[src/rtl/sum_accumulator.sv]
// Accumulates a counted run of unsigned adder results into a running total,
// tracking the largest and smallest accepted sample; all outputs registered.
module sum_accumulator #(
    parameter int DATA_W = 6,
    parameter int CNT_W  = 8,
    parameter int SUM_W  = DATA_W + CNT_W
) (
    input  logic              CLK,
    input  logic              RST,
    input  logic              START,
    input  logic [CNT_W-1:0]  COUNT,
    input  logic              IN_VALID,
    input  logic [DATA_W-1:0] IN_SUM,
    output logic              IN_READY,
    output logic              BUSY,
    output logic              DONE,
    output logic [SUM_W-1:0]  SUM_OUT,
    output logic [DATA_W-1:0] MAX_OUT,
    output logic [DATA_W-1:0] MIN_OUT
);

    typedef enum logic [1:0] {
        ST_IDLE  = 2'd0,
        ST_ACCUM = 2'd1,
        ST_DONE  = 2'd2
    } state_t;

    localparam logic [CNT_W-1:0] CNT_ZERO = {CNT_W{1'b0}};
    localparam logic [CNT_W-1:0] CNT_ONE  = {{(CNT_W-1){1'b0}}, 1'b1};

    state_t              state_r;
    state_t              state_s;
    logic [CNT_W-1:0]    remaining_r;
    logic [SUM_W-1:0]    sum_r;
    logic [DATA_W-1:0]   max_r;
    logic [DATA_W-1:0]   min_r;
    logic                ready_r;
    logic                busy_r;
    logic                done_r;
    logic                start_s;
    logic                accept_s;

    // ready_r mirrors state_r == ST_ACCUM, so it doubles as the accept qualifier
    assign start_s  = (state_r == ST_IDLE) && START;
    assign accept_s = ready_r && IN_VALID;

    assign IN_READY = ready_r;
    assign BUSY     = busy_r;
    assign DONE     = done_r;
    assign SUM_OUT  = sum_r;
    assign MAX_OUT  = max_r;
    assign MIN_OUT  = min_r;

    // Next-state logic for the run sequencer
    always_comb begin
        state_s = state_r;
        case (state_r)
            ST_IDLE: begin
                if (START) begin
                    state_s = (COUNT != CNT_ZERO) ? ST_ACCUM : ST_DONE;
                end else begin
                    state_s = ST_IDLE;
                end
            end
            ST_ACCUM: begin
                if (accept_s && (remaining_r == CNT_ONE)) begin
                    state_s = ST_DONE;
                end else begin
                    state_s = ST_ACCUM;
                end
            end
            ST_DONE: state_s = ST_IDLE;
            default: state_s = ST_IDLE;
        endcase
    end

    // State register
    always_ff @(posedge CLK) begin
        if (RST) begin
            state_r <= ST_IDLE;
        end else begin
            state_r <= state_s;
        end
    end

    // Status flags are decoded from the next state so they line up with state_r
    always_ff @(posedge CLK) begin
        if (RST) begin
            ready_r <= 1'b0;
            busy_r  <= 1'b0;
            done_r  <= 1'b0;
        end else begin
            ready_r <= (state_s == ST_ACCUM);
            busy_r  <= (state_s == ST_ACCUM) || (state_s == ST_DONE);
            done_r  <= (state_s == ST_DONE);
        end
    end

    // Datapath: remaining count, running total and extrema
    always_ff @(posedge CLK) begin
        if (RST) begin
            remaining_r <= CNT_ZERO;
            sum_r       <= {SUM_W{1'b0}};
            max_r       <= {DATA_W{1'b0}};
            min_r       <= {DATA_W{1'b1}};
        end else if (start_s) begin
            remaining_r <= COUNT;
            sum_r       <= {SUM_W{1'b0}};
            max_r       <= {DATA_W{1'b0}};
            min_r       <= {DATA_W{1'b1}};
        end else if (accept_s) begin
            remaining_r <= remaining_r - CNT_ONE;
            sum_r       <= sum_r + {{(SUM_W-DATA_W){1'b0}}, IN_SUM};
            max_r       <= (IN_SUM > max_r) ? IN_SUM : max_r;
            min_r       <= (IN_SUM < min_r) ? IN_SUM : min_r;
        end else begin
            remaining_r <= remaining_r;
            sum_r       <= sum_r;
            max_r       <= max_r;
            min_r       <= min_r;
        end
    end

endmodule

[config.mk]
export PLATFORM = sky130hd
export DESIGN_NAME = sum_accumulator
export DESIGN_NICKNAME = d
export VERILOG_FILES = /design/src/rtl/sum_accumulator.sv
export SDC_FILE = /design/constraint.sdc
export NUM_CORES = 1
export LEC_CHECK = 0
export BUFFER_PORTS_ARGS = -buffer_cell sky130_fd_sc_hd__buf_4
export CORE_ASPECT_RATIO = 0.7
export CORE_UTILIZATION = 54
export CTS_CLUSTER_DIAMETER = 120
export DETAILED_ROUTE_END_ITERATION = 7
export PLACE_DENSITY = 0.87
export SLEW_MARGIN = 0
export SYNTH_ARGS = -nofsm -noshare
export SYNTH_HDL_FRONTEND = slang
export SYNTH_SLANG_ARGS = --single-unit
[constraint.sdc]
create_clock -name CLK -period 2 [get_ports CLK]
set_input_delay 0.4 -clock CLK [delete_from_list [all_inputs] [get_ports CLK]]
set_output_delay 0.4 -clock CLK [all_outputs]
set_load 0.05 [all_outputs]
# Word-level counts from Yosys, hierarchy flattened
# Cells that the tools add are included.
totals:
  wordCells: 32
  output_inout_bits: 29
  register_bits: 39
  inputBits: 18
classes:
  addsub: 2
  reduce_logical: 10
  magnitude_cmp: 2
  n_eq_ne: 4
  mux: 6
ops:
  columns: ["cell", "n"]
  rows:
  - ["8-bit 2-to-1 mux", 2]
  - ["14-bit by 6-bit adder with 14-bit output", 1]
  - ["8-bit by 1-bit == test with 1-bit output (second input constant)", 1]
  - ["8-bit nonzero test", 1]
  - ["8-bit by 1-bit subtractor with 8-bit output (second input constant)", 1]
  - ["6-bit > comparator", 1]
  - ["6-bit less-than comparator", 1]
  - ["2-bit 2-to-1 mux", 3]
  - ["2-bit by 1-bit == test with 1-bit output (second input constant)", 2]
  - ["2-bit case mux with 2 select lines", 1]
  - ["2-bit AND reduction", 2]
  - ["1-bit logical AND", 3]
  - ["2-bit == test (second input constant)", 1]
  - ["2-bit logical NOT", 1]
  - ["2-bit nonzero test", 1]
  - ["2-bit OR reduction", 1]
  - ["1-bit logical OR", 1]

# Longest topological paths before layout
depth:
  word_depth: 6
  depth_mapped: 8

# Worst setup path after synthesis
# Ideal clock, no wire load.
synth_path:
  path_kind: "reg2reg"
  startpoint: "register sum_r[0] (netlist: SUM_OUT[0])"
  endpoint: "register sum_r[10] (netlist: SUM_OUT[10])"
  setup_slack_ps: -90
  synth_period_minus_slack_ps: 2090
  setup_time_ps: 65
  arrival_time_ps: 2025
  path_stages_with_launch: 9
  required_time_ps: 1935
  path_cell_list: "dfxtp_1 > ha_1 > inv_1 > fa_1 > nor2b_1 > o31a_1 > o221ai_1 > xor2_1 > nor2_1"
synth_between:
  elab_chain_cells: 1
synth_lines:
  columns: ["element", "line_no", "text"]
  rows:
  - ["from (decl)", "34", "logic [SUM_W-1:0] sum_r;"]
  - ["from (signal assigned)", "103", "sum_r <= {SUM_W{1'b0}};"]
  - ["from (signal assigned)", "108", "sum_r <= {SUM_W{1'b0}};"]
  - ["from (signal assigned)", "113", "sum_r <= sum_r + {{(SUM_W-DATA_W){1'b0}}, IN_SUM};"]
  - ["14-bit by 6-bit adder with 14-bit output", "113", null]
# Every way passes these cells.
# A chain may end at the register's enable or synchronous reset.

# Worst setup path in the final report
# Ends and elaborated chain as after synthesis.

==> impl_table.tex <==
\begin{tabular}{lr}
\hline
Metric & Value \\
\hline
\multicolumn{2}{l}{\textbf{Pwr}} \\
\quad Worst vdd rail ir drop & 528 uV \\
\quad Leakage power summed over all cells & 1.26 nW \\
\quad Power per standard cell area & 642 nW/um\^{}2 \\
\multicolumn{2}{l}{\textbf{CTS}} \\
\quad Clock tree from TritonCTS & done \\
\quad Clock transition at the registers of the reported paths & 0.08 ns \\
\quad CTS Sinks & 39 \\
\quad Hold-fix buffers, CTS & 0 \\
\quad Number of buffers inserted during clock tree synthesis & 5 \\
\quad Max Buffers Root-to-Sink & 2 \\
\quad Buffers inserted by post-CTS timing repair & 0 \\
\quad Number of gates resized after CTS & 0 \\
\quad H-tree level count & 2 \\
\quad Clock latency on the worst-skew pair & 0.30 ns \\
\quad Root buffer cell & clkbuf\_8 \\
\multicolumn{2}{l}{\textbf{Synth}} \\
\quad Number of flops mapped to enable cells by yosys & 0 \\
\quad Syn Area/Cell & 8.71 um\^{}2 \\
\quad Netlist cell types & 46 \\
\quad Syn. warnings & 0 \\
\quad Mapped Area & approximately 2200 um\^{}2 \\
\quad Synth Instances & 255 \\
\quad Simple-gate area share of the yosys netlist & 20.8\% \\
\quad Fraction of the mapped netlist area in compound gates & 16.3\% \\
\quad Synth Net Count & around 300 \\
\quad Largest family of logic cells by synthesized area & simple AND/OR/NAND/NOR gates \\
\quad Adder-Cell Fraction of Synth Area & 12.7\% \\
\quad Synth async-reset ratio & 0\% \\
\quad Leading register cell type out of synthesis & dfxtp\_1 \\
\quad Mux contribution to synthesized area & $\sim$2.7\% \\
\quad Sequential area share after synthesis & 35.2\% \\
\quad Register bit total from synthesis & 39 \\
\quad Xor and xnor fraction of the mapped netlist area & 5.92\% \\
\multicolumn{2}{l}{\textbf{Detailed routing}} \\
\quad Post-route DRC violation count & 0 \\
\quad Antenna violation net count after detailed routing & 0 \\
\quad Overall via count from detail\_route & 2,002 \\
\quad Number of DRC markers after the initial detailed-route iteration & 143 \\
\quad Average wire length per cell after detail routing & between 10 and 15 um \\
\quad Via density per instance & 5.53 \\
\quad Number of optimization iterations in the first detailed-route pass & 5 \\
\quad Wire length after detailed routing & 5100 um \\
\multicolumn{2}{l}{\textbf{STA}} \\
\quad Maximum frequency from static timing analysis & about 530 MHz \\
\quad Max-slew headroom at the worst pin & 67.4\% \\
\quad Worst slack on hold paths & 0.358 ns \\
\quad Worst clock skew & 0.00610 ns \\
\quad Slew at the pin with the worst max-slew slack & 0.489 ns \\
\quad Final setup violation count & 0 \\
\quad Final count of pins violating max slew & 0 \\
\quad Min Clock Period, post-route & roughly 1.9 ns \\
\quad Part of the cycle the worst path needs & between 90\% and 100\% \\
\quad Final count of hold timing violations & 0 \\
\quad Setup repair after global routing missed its margin & no \\
\multicolumn{2}{l}{\textbf{Global route}} \\
\quad First-pass GRT wire length & 8750 um \\
\quad Remaining global-route overflow & 0 \\
\quad Via count of the first global-routing pass & 1,896 \\
\quad Total track usage & 25.8\% \\
\quad Antenna violations before repair & 0 \\
\quad Largest net degree at the start of global routing & 16 \\
\multicolumn{2}{l}{\textbf{Critical path}} \\
\quad Required time of the critical path & 2.19 ns \\
\quad Maximum single-stage delay on the critical path & 0.37 ns \\
\quad Count of buffering cells on the critical path with inverters included & 1 \\
\quad Classification of the worst setup path & reg -> reg \\
\quad CP Launch Type & register \\
\quad Arrival @ worst endpoint & 2.06 ns \\
\quad Family of cells with the greatest summed delay on the critical path & adder cells \\
\quad Origin of the worst setup path & SUM\_OUT[0] \\
\quad CP endpoint kind & register \\
\quad CP max-delay cell & fa\_1 \\
\quad Series of cell instances along the critical path & ha\_1 > inv\_1 > fa\_1 > nor2b\_1 > o31a\_1 > o221ai\_1 > xor2\_1 > nor2\_1 \\
\quad Worst R2R Start & SUM\_OUT[0] \\
\quad Maximum fanout along the worst path & 5 \\
\multicolumn{2}{l}{\textbf{Floorplanning}} \\
\quad Initial Utilization & a little under three fifths \\
\quad Area of the core & 3920 um\^{}2 \\
\quad Count of pins on the block boundary & 47 \\
\quad Die width & between 70 and 80 um \\
\quad Die Y-Extent & about 56 um \\
\quad Number of cell rows & 19 \\
\quad Area of the die & 4380 um\^{}2 \\
\multicolumn{2}{l}{\textbf{Min path}} \\
\quad Path type of the worst min-delay path & in -> reg \\
\quad Worst min-delay path startpoint & COUNT[1] \\
\multicolumn{2}{l}{\textbf{Layout}} \\
\quad Share of layout cells above drive strength 1 & 23.5\% \\
\quad Final cell count without fillers & 362 \\
\quad Relative area change from synthesis to final layout & 24.0\% \\
\quad Number of nets in the final layout & 349 \\
\quad Number of diodes added for antenna fixing & 0 \\
\multicolumn{2}{l}{\textbf{Placement}} \\
\quad Final weighted congestion in routability-driven placement & 0.838 \\
\quad Final HPWL from detailed placement & 3840 um \\
\quad Placed Instances & 354 \\
\quad Port buffer count & between 40 and 50 \\
\multicolumn{2}{l}{\textbf{Status}} \\
\quad Run status & complete, no violations \\
\multicolumn{2}{l}{\textbf{Run}} \\
\quad Number of maximum-capacitance constraint violations & 0 \\
\hline
\end{tabular}
## path summary, 6_finish.rpt
path,cells after the start,slack (ns),endpoint
worst max-delay path,8,0.13,SUM_OUT[10]
worst min-delay path,3,0.36,remaining_r[1]
worst max register to register,8,0.13,SUM_OUT[10]
worst min register to register,2,0.48,SUM_OUT[3]
## metrics by stage
step / power (mW) / utilization, % / cell area (um^2) / setup TNS (ns) / worst slack (ns)
floorplan: 1.07 / - / 2220 / 0 / 0.0263
global placement: 1.18 / 67.6 / 2650 / 0 / 0.0209
detailed placement: 1.19 / 67.6 / 2650 / -0.0108 / -0.0100
CTS: 1.77 / 70.2 / 2750 / 0 / 0.150
global route: 1.85 / 70.2 / 2750 / 0 / 0.00769
finish: 1.77 / 70.2 / 2750 / 0 / 0.128
## cell type report
cell class | count | area [um^2]
Fill cell | 333 | 1170
Timing Repair Buffer | 56 | 420
Multi-Input combinational cell | 184 | 1300
Tap cell | 52 | 65.1
Inverter | 23 | 86.3
Sequential cell | 39 | 782
Clock buffer | 8 | 100
## tightest hold or removal path, cell delays in order
cell     delay, ns
buf_4         0.09
mux2i_1       0.06
nor2_1        0.07
## per-layer routing
layer / global-route usage (%) / wire [um] / vias to the layer above
met5: 0 / 0 / -
met4: 8.47 / 76 / 0
met3: 6.72 / 305 / 10
met2: 39.8 / 2270 / 58
met1: 35.3 / 2450 / 938
li1: - / - / 996
## report_power, final
group / total [mW] / internal (mW) / switching, mW
Sequential: 0.836 / 0.808 / 0.0275
Combinational: 0.337 / 0.138 / 0.199
Clock: 0.595 / 0.315 / 0.280
## state kept, by name, indices dropped and copies added, names as in the netlist
| name | flops |
|---|---|
| SUM_OUT | 14 |
| state_r | 2 |
| BUSY | 1 |
| IN_READY | 1 |
| remaining_r | 8 |
| MAX_OUT | 6 |
| MIN_OUT | 6 |
| DONE | 1 |
## cell usage in the layout (no fill, tap or decap), drive strengths merged, types with 2 or more instances in the layout
cell type  instances
and3               3
nor3               3
nor2              27
inv               23
a211oi             8
a31oi              2
dfxtp             39
o21ai              9
mux2i              6
xor2               6
nand4              4
a2111oi            2
buf               56
a21oi             13
nand2b             3
clkbuf             8
nand2             20
o31ai              5
ha                21
nor4               6
nor2b              5
xnor2              9
a21o               3
nand3             11
o31a               2
o211ai             2
o21a               2
or3                2
## cells in the mapped netlist, types with 2 or more instances
cell type | count | area (um^2)
dfxtp_1 | 39 | 781
o211ai_1 | 2 | 15.0
nor4_1 | 5 | 31.3
nand2b_1 | 3 | 18.8
nor2b_1 | 4 | 25.0
nand3_1 | 11 | 55.1
o31ai_1 | 5 | 37.5
a211oi_1 | 8 | 60.1
nand4_1 | 4 | 25.0
o21ai_0 | 7 | 35.0
mux2i_1 | 6 | 60.1
xor2_1 | 6 | 52.6
nor3_1 | 3 | 15.0
a31oi_1 | 2 | 12.5
ha_1 | 21 | 263
xnor2_1 | 9 | 78.8
a21oi_1 | 13 | 65.1
nor2_1 | 26 | 97.6
a21o_1 | 3 | 22.5
o21a_1 | 2 | 15.0
clkbuf_1 | 3 | 11.3
and3_1 | 3 | 18.8
o31a_1 | 2 | 17.5
or3_1 | 2 | 12.5
buf_2 | 2 | 10.0
buf_4 | 3 | 22.5
nand2_1 | 20 | 75.1
inv_1 | 23 | 86.3
## kinds of logic (layout without fill, tap and decap cells)
kind of cell             Yosys count  count (layout)
multiplexers                       6               6
adder cells (fa/ha/maj)           22              22
XOR/XNOR                          15              15
buffers and inverters             32              87
AO/OA/AOI/OAI                     51              51
AND/OR/NAND/NOR                   90              90
flip-flops                        39              39
Note: power is estimated with default switching activity, not from simulation.
